`src/rtl/mem_access_ctrl_pkg.sv`:
```
// Shared encodings for the memory access controller: access sizes,
// fault codes, FSM state constants and the alignment rule.
package mem_access_ctrl_pkg;

  localparam logic [1:0] DT_BYTE  = 2'b00;
  localparam logic [1:0] DT_HALF  = 2'b01;
  localparam logic [1:0] DT_WORD  = 2'b10;
  localparam logic [1:0] DT_DWORD = 2'b11;

  localparam logic [1:0] FAULT_NONE     = 2'b00;
  localparam logic [1:0] FAULT_MISALIGN = 2'b01;
  localparam logic [1:0] FAULT_TIMEOUT  = 2'b10;

  localparam logic [2:0] ST_IDLE = 3'd0;
  localparam logic [2:0] ST_ACC1 = 3'd1;
  localparam logic [2:0] ST_ACC2 = 3'd2;
  localparam logic [2:0] ST_DONE = 3'd3;
  localparam logic [2:0] ST_ERR  = 3'd4;

  // Natural alignment: the address must be a multiple of the access size.
  function automatic logic is_aligned(input logic [1:0] dtype, input logic [2:0] addr_lo);
    case (dtype)
      DT_BYTE: is_aligned = 1'b1;
      DT_HALF: is_aligned = (addr_lo[0] == 1'b0);
      DT_WORD: is_aligned = (addr_lo[1:0] == 2'b00);
      default: is_aligned = (addr_lo == 3'b000);
    endcase
  endfunction

endpackage

```
`src/rtl/mem_lane_ext.sv`:
```
// Byte-lane steering between the 32-bit memory bus and sub-word accesses:
// byte enables, store replication and load extraction/extension.
module mem_lane_ext
  import mem_access_ctrl_pkg::*;
(
  input  logic [1:0]  i_dtype,
  input  logic        i_sext,
  input  logic [1:0]  i_addr_lo,
  input  logic [31:0] i_wdata,
  input  logic [31:0] i_rdata,
  output logic [3:0]  o_be,
  output logic [31:0] o_wdata,
  output logic [31:0] o_rdata
);

  logic [7:0]  w_byte;
  logic [15:0] w_half;

  assign w_byte = i_rdata[{i_addr_lo, 3'b000} +: 8];
  assign w_half = i_rdata[{i_addr_lo[1], 4'b0000} +: 16];

  // Word and doubleword pass straight through; sub-word sizes are steered.
  always_comb begin
    o_be    = 4'b1111;
    o_wdata = i_wdata;
    o_rdata = i_rdata;
    case (i_dtype)
      DT_BYTE: begin
        o_be    = 4'b0001 << i_addr_lo;
        o_wdata = {4{i_wdata[7:0]}};
        o_rdata = {{24{i_sext & w_byte[7]}}, w_byte};
      end
      DT_HALF: begin
        o_be    = 4'b0011 << {i_addr_lo[1], 1'b0};
        o_wdata = {2{i_wdata[15:0]}};
        o_rdata = {{16{i_sext & w_half[15]}}, w_half};
      end
      default: begin
        o_be    = 4'b1111;
      end
    endcase
  end

endmodule

```
`src/rtl/mem_access_ctrl.sv`:
```
// Load/store access controller: accepts one sized access, checks alignment,
// runs one or two word transfers on the memory port with an ack timeout.
//
// state | meaning
// IDLE  | waiting for a request, busy=0
// ACC1  | first (or only) word transfer; mem_req=0 here is the post-ack gap
// ACC2  | second word of a doubleword; mem_req=0 here is the post-ack gap
// DONE  | one-cycle completion pulse
// ERR   | one-cycle fault pulse (misaligned or timeout)
module mem_access_ctrl
  import mem_access_ctrl_pkg::*;
#(
  parameter int TIMEOUT = 15
) (
  input  logic        i_clk,
  input  logic        i_reset,
  input  logic        i_req,
  input  logic        i_rw,
  input  logic [1:0]  i_dtype,
  input  logic        i_sext,
  input  logic [31:0] i_addr,
  input  logic [31:0] i_wdata_lo,
  input  logic [31:0] i_wdata_hi,
  output logic        o_busy,
  output logic        o_done,
  output logic [1:0]  o_fault,
  output logic [31:0] o_rdata_lo,
  output logic [31:0] o_rdata_hi,
  output logic        o_mem_req,
  output logic        o_mem_rw,
  output logic [31:0] o_mem_addr,
  output logic [3:0]  o_mem_be,
  output logic [31:0] o_mem_wdata,
  input  logic        i_mem_ack,
  input  logic [31:0] i_mem_rdata
);

  localparam int CW = $clog2(TIMEOUT + 1);

  logic [2:0]    r_state;
  logic          r_rw;
  logic [1:0]    r_dtype;
  logic          r_sext;
  logic [1:0]    r_addr_lo;
  logic [31:0]   r_wdata_lo;
  logic [31:0]   r_wdata_hi;
  logic          r_mem_req;
  logic [31:0]   r_mem_addr;
  logic [CW-1:0] r_cnt;
  logic [1:0]    r_fault;
  logic [31:0]   r_rdata_lo;
  logic [31:0]   r_rdata_hi;

  logic          w_aligned;
  logic [31:0]   w_wdata_sel;
  logic [3:0]    w_be;
  logic [31:0]   w_wdata;
  logic [31:0]   w_load;
  logic          w_tmo;

  assign w_aligned   = is_aligned(i_dtype, i_addr[2:0]);
  assign w_wdata_sel = (r_state == ST_ACC2) ? r_wdata_hi : r_wdata_lo;
  // Last waiting cycle before the budget is exhausted.
  assign w_tmo       = r_mem_req & ~i_mem_ack & (r_cnt == CW'(TIMEOUT - 1));

  mem_lane_ext u_lane (
    .i_dtype   (r_dtype),
    .i_sext    (r_sext),
    .i_addr_lo (r_addr_lo),
    .i_wdata   (w_wdata_sel),
    .i_rdata   (i_mem_rdata),
    .o_be      (w_be),
    .o_wdata   (w_wdata),
    .o_rdata   (w_load)
  );

  // Access sequencing, request latching, timeout counting and load capture.
  always_ff @(posedge i_clk) begin
    if (i_reset) begin
      r_state    <= ST_IDLE;
      r_rw       <= 1'b0;
      r_dtype    <= DT_BYTE;
      r_sext     <= 1'b0;
      r_addr_lo  <= 2'b00;
      r_wdata_lo <= '0;
      r_wdata_hi <= '0;
      r_mem_req  <= 1'b0;
      r_mem_addr <= '0;
      r_cnt      <= '0;
      r_fault    <= FAULT_NONE;
      r_rdata_lo <= '0;
      r_rdata_hi <= '0;
    end else begin
      case (r_state)
        ST_IDLE: begin
          if (i_req) begin
            r_rw       <= i_rw;
            r_dtype    <= i_dtype;
            r_sext     <= i_sext;
            r_addr_lo  <= i_addr[1:0];
            r_wdata_lo <= i_wdata_lo;
            r_wdata_hi <= i_wdata_hi;
            if (w_aligned) begin
              r_state    <= ST_ACC1;
              r_mem_req  <= 1'b1;
              r_cnt      <= '0;
              r_mem_addr <= {i_addr[31:2], 2'b00};
            end else begin
              r_state <= ST_ERR;
              r_fault <= FAULT_MISALIGN;
            end
          end
        end
        ST_ACC1, ST_ACC2: begin
          if (r_mem_req) begin
            if (i_mem_ack) begin
              r_mem_req <= 1'b0;
              if (r_rw) begin
                if (r_state == ST_ACC1) r_rdata_lo <= w_load;
                else                    r_rdata_hi <= w_load;
              end
            end else if (w_tmo) begin
              r_mem_req <= 1'b0;
              r_state   <= ST_ERR;
              r_fault   <= FAULT_TIMEOUT;
            end else begin
              r_cnt <= r_cnt + 1'b1;
            end
          end else if (r_state == ST_ACC1 && r_dtype == DT_DWORD) begin
            r_state    <= ST_ACC2;
            r_mem_req  <= 1'b1;
            r_cnt      <= '0;
            r_mem_addr <= r_mem_addr + 32'd4;
          end else begin
            r_state <= ST_DONE;
          end
        end
        ST_DONE, ST_ERR: begin
          r_state <= ST_IDLE;
          r_fault <= FAULT_NONE;
        end
        default: begin
          r_state <= ST_IDLE;
        end
      endcase
    end
  end

  assign o_busy      = (r_state != ST_IDLE);
  assign o_done      = (r_state == ST_DONE);
  assign o_fault     = (r_state == ST_ERR) ? r_fault : FAULT_NONE;
  assign o_rdata_lo  = r_rdata_lo;
  assign o_rdata_hi  = r_rdata_hi;
  assign o_mem_req   = r_mem_req;
  assign o_mem_rw    = r_rw;
  assign o_mem_addr  = r_mem_addr;
  assign o_mem_be    = r_mem_req ? w_be : 4'b0000;
  assign o_mem_wdata = w_wdata;

endmodule
```
`config.mk`:
```
export PLATFORM = sky130hd
export DESIGN_NAME = mem_access_ctrl
export DESIGN_NICKNAME = d
export VERILOG_FILES = /design/src/rtl/mem_access_ctrl_pkg.sv /design/src/rtl/mem_lane_ext.sv /design/src/rtl/mem_access_ctrl.sv
export SDC_FILE = /design/constraint.sdc
export NUM_CORES = 1
export LEC_CHECK = 0
export ABC_CLOCK_PERIOD_IN_PS = 2500
export CAP_MARGIN = 10
export CORE_MARGIN = 4
export CORE_UTILIZATION = 45
export DETAILED_ROUTE_END_ITERATION = 8
export PLACE_DENSITY = 0.76
export SETUP_SLACK_MARGIN = 0.02
export SYNTH_ARGS = -nofsm -noshare
export SYNTH_HDL_FRONTEND = slang
export SYNTH_SLANG_ARGS = --single-unit
```
`constraint.sdc`:
```
create_clock -name i_clk -period 2.5 [get_ports i_clk]
set_input_delay 0.375 -clock i_clk [delete_from_list [all_inputs] [get_ports i_clk]]
set_output_delay 0.375 -clock i_clk [all_outputs]
set_load 0.01 [all_outputs]
```
# Word level (Yosys, flattened, before mapping)
# Index checks and enable logic that the tools add are counted.
# op_classes
addsub	2
n_eq_ne	21
shifts	4
mux	39
bitwise_logic	7
reduce_logical	19
# ops
operator	count
$pmux W32 S2	3
$mux W32	5
$add A32 B3 Y32 const B	1
$shiftx A32 B6 Y16	1
$shiftx A32 B6 Y8	1
$mux W4	7
$ne A2 B2 Y1 const B	8
$pmux W4 S2	2
$mux W3	5
$reduce_and A5 Y1	3
$mux W2	6
$ne A3 B3 Y1 const B	4
$reduce_and A6 Y1	2
$mux W1	7
$eq A3 B2 Y1 const B	2
$logic_not A2 Y1	3
$logic_not A3 Y1	2
$pmux W2 S3	1
$pmux W3 S2	1
$reduce_and A3 Y1	2
$reduce_bool A3 Y1	2
$add A4 B1 Y4 const B	1
$and A1 B1 Y1	4
$eq A2 B1 Y1 const B	2
13 further kinds	17
# totals
reg_bits	176
output_inout_bits	138
word_cells	105

# Longest topological paths before layout
# logic_depth
depth_word	7
depth_mapped	8
depth_no_buf	7

# Hierarchy
# A second synthesis with hierarchy kept.
# hier_totals
cells_unflattened	1133
hier_area_um2	8683.3
# by_module_without_submodules
module	instances	cells_per_inst	area_each_um2
mem_access_ctrl	1	948	7467.2
mem_lane_ext	1	185	1216.2

# Worst setup path before layout
# Ideal clock, no wire load.
# synth_path
path_type	register to register
startpoint	reg r_mem_addr[2], in the netlist o_mem_addr[2]
endpoint	reg r_mem_addr[30], in the netlist o_mem_addr[30]
setup_time_ns	0.059
arrival_ns	2.032
required_ns	2.441
slack_ns	0.409
path_stages_with_launch	7
period_less_slack_ns	2.091
cell_sequence	dfxtp_1 ha_1 nand3_1 or3_4 or4_4 a311oi_2 a31o_1
# synth_between
elab_chain_cells	4
# synth_rtl
element	line_no	rtl
from (decl)	mem_access_ctrl.sv:48	logic [31:0] r_mem_addr;
from (signal assigned)	mem_access_ctrl.sv:107	r_mem_addr <= {i_addr[31:2], 2'b00};
from (signal assigned)	mem_access_ctrl.sv:133	r_mem_addr <= r_mem_addr + 32'd4;
$add A32 B3 Y32	mem_access_ctrl.sv:133	
$mux W32	mem_access_ctrl.sv:129	end else if (r_state == ST_ACC1 && r_dtype == DT_DWORD) begin
$mux W32	mem_access_ctrl.sv:115	if (r_mem_req) begin
$pmux W32 S2	mem_access_ctrl.sv:94	case (r_state)
# No other way between the ends. The select of a mux whose other input is x is not followed.
# A chain may end at the register's enable or synchronous reset.

# Final worst setup path
# layout_path
startpoint	reg r_state[2]
endpoint	out o_mem_wdata[22]
# layout_between
elab_chain_cells	3
# layout_rtl
element	line_no	rtl
from (decl)	mem_access_ctrl.sv:40	logic [2:0] r_state;
from (signal assigned)	mem_access_ctrl.sv:80	r_state <= ST_IDLE;
from (signal assigned)	mem_access_ctrl.sv:104	r_state <= ST_ACC1;
from (signal assigned)	mem_access_ctrl.sv:109	r_state <= ST_ERR;
$eq A3 B2 Y1	mem_access_ctrl.sv:62	assign w_wdata_sel = (r_state == ST_ACC2) ? r_wdata_hi : r_wdata_lo;
$mux W32	mem_access_ctrl.sv:62	
$pmux W32 S2	mem_lane_ext.sv:27	case (i_dtype)
to (decl)	mem_access_ctrl.sv:33	output logic [31:0] o_mem_wdata,
# No other way between the ends.

==> impl_metrics.csv <==
group,metric,value,unit
detailed_routing,dr.pass1.iters,5,
timing,slew_headroom,59.0,%
global_routing,grt_pass1_wl,45600,um
global_routing,use_met1,34.5,%
critical_path,reg2reg_from,"r_state[2]$_SDFFE_PP0P_",
synthesis,yosys.area_share.simple,20.0,%
die,dieArea,0.0208,mm2
global_routing,grt_max_degree,127,
global_routing,grt_util_all_layers,27.6,%
synthesis,ys_seq_area_share,41.7,%
critical_path,worst-setup-path-type,"reg2out",
global_routing,grt-busiest-layer,"met2",
critical_path,cp.required,2120,ps
finish,nNetsFinal,1468,
power_and_ir_drop,p_per_area,906,mW/mm2
synthesis,synth_mux_area_share,8.60,%
finish,layout-drive-gt1-share,11.6,%
die,core_area,0.0181,mm2
finish,n_antenna_cell,0,
critical_path,r2r_slack,300,ps
timing,worst_pin_slew,615,ps
detailed_routing,wl_per_cell,19.3,um
clock_network,numCtsBuffers,17,
critical_path,end_kind,"output pin",
finish,final_cells,1571,
detailed_routing,via_per_inst,5.80,
detailed_routing,vias,9105,
clock_network,max-clock-path-buffers,2,
detailed_routing,final_antenna_net_count,0,
synthesis,postSynth.asyncResetShare,0,%
detailed_routing,route.detailed.drc,0,
die,initial_core_util,46.1,%
critical_path,cp-startpoint,"r_state[2]$_SDFFE_PP0P_",
min_path,hp-start,"i_reset",
timing,layout_setup_ws,-76.9,ps
detailed_routing,drt-total-wl,30300,um
die,rows,49,
synthesis,synth-compound-area-share,23.7,%
placed_design,gp_congestion,0.994,
clock_network,cts_sinks,174,
global_routing,grt_overflow,0,
timing,fmax,388,MHz
synthesis,synth_xor_area_share,0.314,%
timing,hold_viol,0,
clock_network,clock-root-buffer,"clkbuf_16",
clock_network,cts.clk_slew.worst_paths,60,ps
power_and_ir_drop,leakage,4.56,nW
flow_run,maxCapViolations,0,
clock_network,cts_tree,"yes",
clock_network,clk_latency,430,ps
finish,area_growth,47.9,%
finish,final_cell_mix,"clkdlybuf4s50_1 (239), nand2_1 (187), dfxtp_1 (171)",
clock_network,ctsHoldBuffers,0,
synthesis,synthFlopType,"dfxtp_1",
min_path,hold_path.class,"in2reg",
global_routing,grtUsageMet2,45.3,%
outcome,status,"finished with violations",
timing,post-route-period-util,103,%
synthesis,synth_cell_type_count,65,
synthesis,synth_top_family_by_area,"compound AO/OA/AOI/OAI gates",
timing,report.final.slew_viol_count,0,
clock_network,h-tree-depth,4,
die,die_w,144,um
placed_design,place_inst,1519,
timing,rsz0062_at_grt,"true",
finish,layout_commonest_cell,"clkdlybuf4s50_1",
synthesis,ys_ff_latch,174,
critical_path,critPathLaunchType,"flip-flop",
critical_path,cp.arrival,2200,ps
outcome,violations,"negative setup slack",
synthesis,yosysWarnings,0,
placed_design,place_hpwl,21400,um
finish,post-route-cell-area,0.0124,mm2
die,die_height,144,um
placed_design,portBuffers,271,
synthesis,synth_edf_count,0,
critical_path,path_max_fanout,11,
timing,clock_skew,8.38,ps
synthesis,avgSynthCellArea,7.94,um2
timing,finalSetupViolations,4,
synthesis,synthAdderAreaFrac,0.449,%
die,pin_count,274,
global_routing,grt_pass1_vias,8584,
global_routing,met3_usage,7.28,%
global_routing,antenna_found_initial,0,
power_and_ir_drop,vdd_drop_max,0.591,mV
placed_design,dpl_cell_area,0.0115,mm2
synthesis,netlist_instances,1053,
timing,fin_crit,2580,ps
timing,tns,-206,ps
synthesis,synth_area,0.00836,mm2
detailed_routing,drt_iter0_markers,727,
## state kept, by name (all words and copies together) (netlist names), 2 cells and up
signal and count:
r_wdata_lo 32, r_fault 2, r_state 3, r_addr_lo 2, r_wdata_hi 32, o_rdata_lo 32
r_cnt 4, o_mem_addr 30, r_dtype 2, o_rdata_hi 32
## synth_stat cells, drive strengths merged, types with 2 or more instances
library cell	instances	area (um2)
nor4b	2	17.5
o32ai	8	77.6
or2	2	15.0
a31oi	2	12.5
and2	9	56.3
nand2	188	706
a311oi	9	85.1
a21boi	2	15.0
and4	7	61.3
a31o	2	17.5
a2111oi	2	17.5
nor2	75	297
nand2b	6	37.5
and3	11	68.8
ha	3	37.5
a221oi	2	17.5
clkbuf	53	200
a221o	7	70.1
o221ai	2	17.5
nand4	7	50.1
nand3	18	90.1
nor3b	4	35.0
nor2b	3	18.8
o31ai	5	37.5
mux4	3	67.6
a21o	2	15.0
o22ai	5	31.3
dfxtp	174	3480
a222oi	5	50.1
mux2i	64	641
nor3	29	145
xnor2	2	17.5
inv	21	78.8
buf	33	159
o21ai	84	420
nor4	3	18.8
a21oi	143	716
a211oi	32	240
a22o	7	61.3
or3	5	36.3
## critical path, stage by stage (launching register included)
cell and delay [ps]:
dfxtp_2 340, nor3b_4 300, buf_12 200, buf_4 210
mux2i_1 290, mux2i_1 130, dlygate4sd2_1 310
## what timing repair did
action / 4_1_cts / 5_1_grt
buffers inserted: 6 / 12
gates cloned: 1 / 1
endpoints found under the setup margin: 32 / 29
gates resized for setup: 61 / 50
pin swaps: 2 / 2
## metal layers
metal,up-vias,share of wire [%]
met1,4287,40
met5,-,0
li1,4311,-
met2,431,48
met4,0,4.0
met3,76,8.4
## stage by stage
stage                     hold slack [ps]  utilization [%]  setup slack [ps]  power [mW]
after floorplan                       436                -               409        6.13
after global placement                441             63.3               146        8.07
after detailed placement              446             63.3              46.4        8.14
after CTS                             412             66.9             -82.2        10.9
after global routing                  476             68.1              -128        11.8
final                                 427             68.1             -76.9        11.2
## where the power goes
group / switching, mW / internal, mW / total, mW
logic: 2.63 / 2.20 / 4.82
clock network: 1.18 / 1.55 / 2.73
registers: 0.436 / 3.21 / 3.65
total: 4.24 / 6.96 / 11.2
## final timing paths
check,endpoint,cells after the start
worst max-delay path,o_mem_wdata[22],6
worst min-delay path,o_mem_addr[26]$_SDFFE_PP0P_,4
worst max register to register,o_mem_addr[21]$_SDFFE_PP0P_,8
worst min register to register,r_wdata_lo[31]$_SDFFE_PP0P_,2
## layout make-up
| cell class | instances | area [um2] |
|---|---|---|
| repair buffers | 342 | 3330 |
| fillers | 1513 | 5780 |
| multi-input cells | 773 | 4580 |
| well taps | 229 | 287 |
| inverters | 21 | 78.8 |
| clock inverters | 13 | 150 |
| flip-flops and latches | 174 | 3490 |
| clock buffers | 19 | 453 |
## kinds of logic (layout without fill, tap and decap cells)
kind of cell,Yosys count,in the layout
DFF,174,174
AOI/OAI and AO/OA,326,326
buffers and inverters,107,395
and+or+nand+nor,371,371
muxes,68,68
other,1,2
xor gates and xnor gates,3,3
adders and majority gates,3,3
Note: power is estimated with default switching activity, not from simulation.
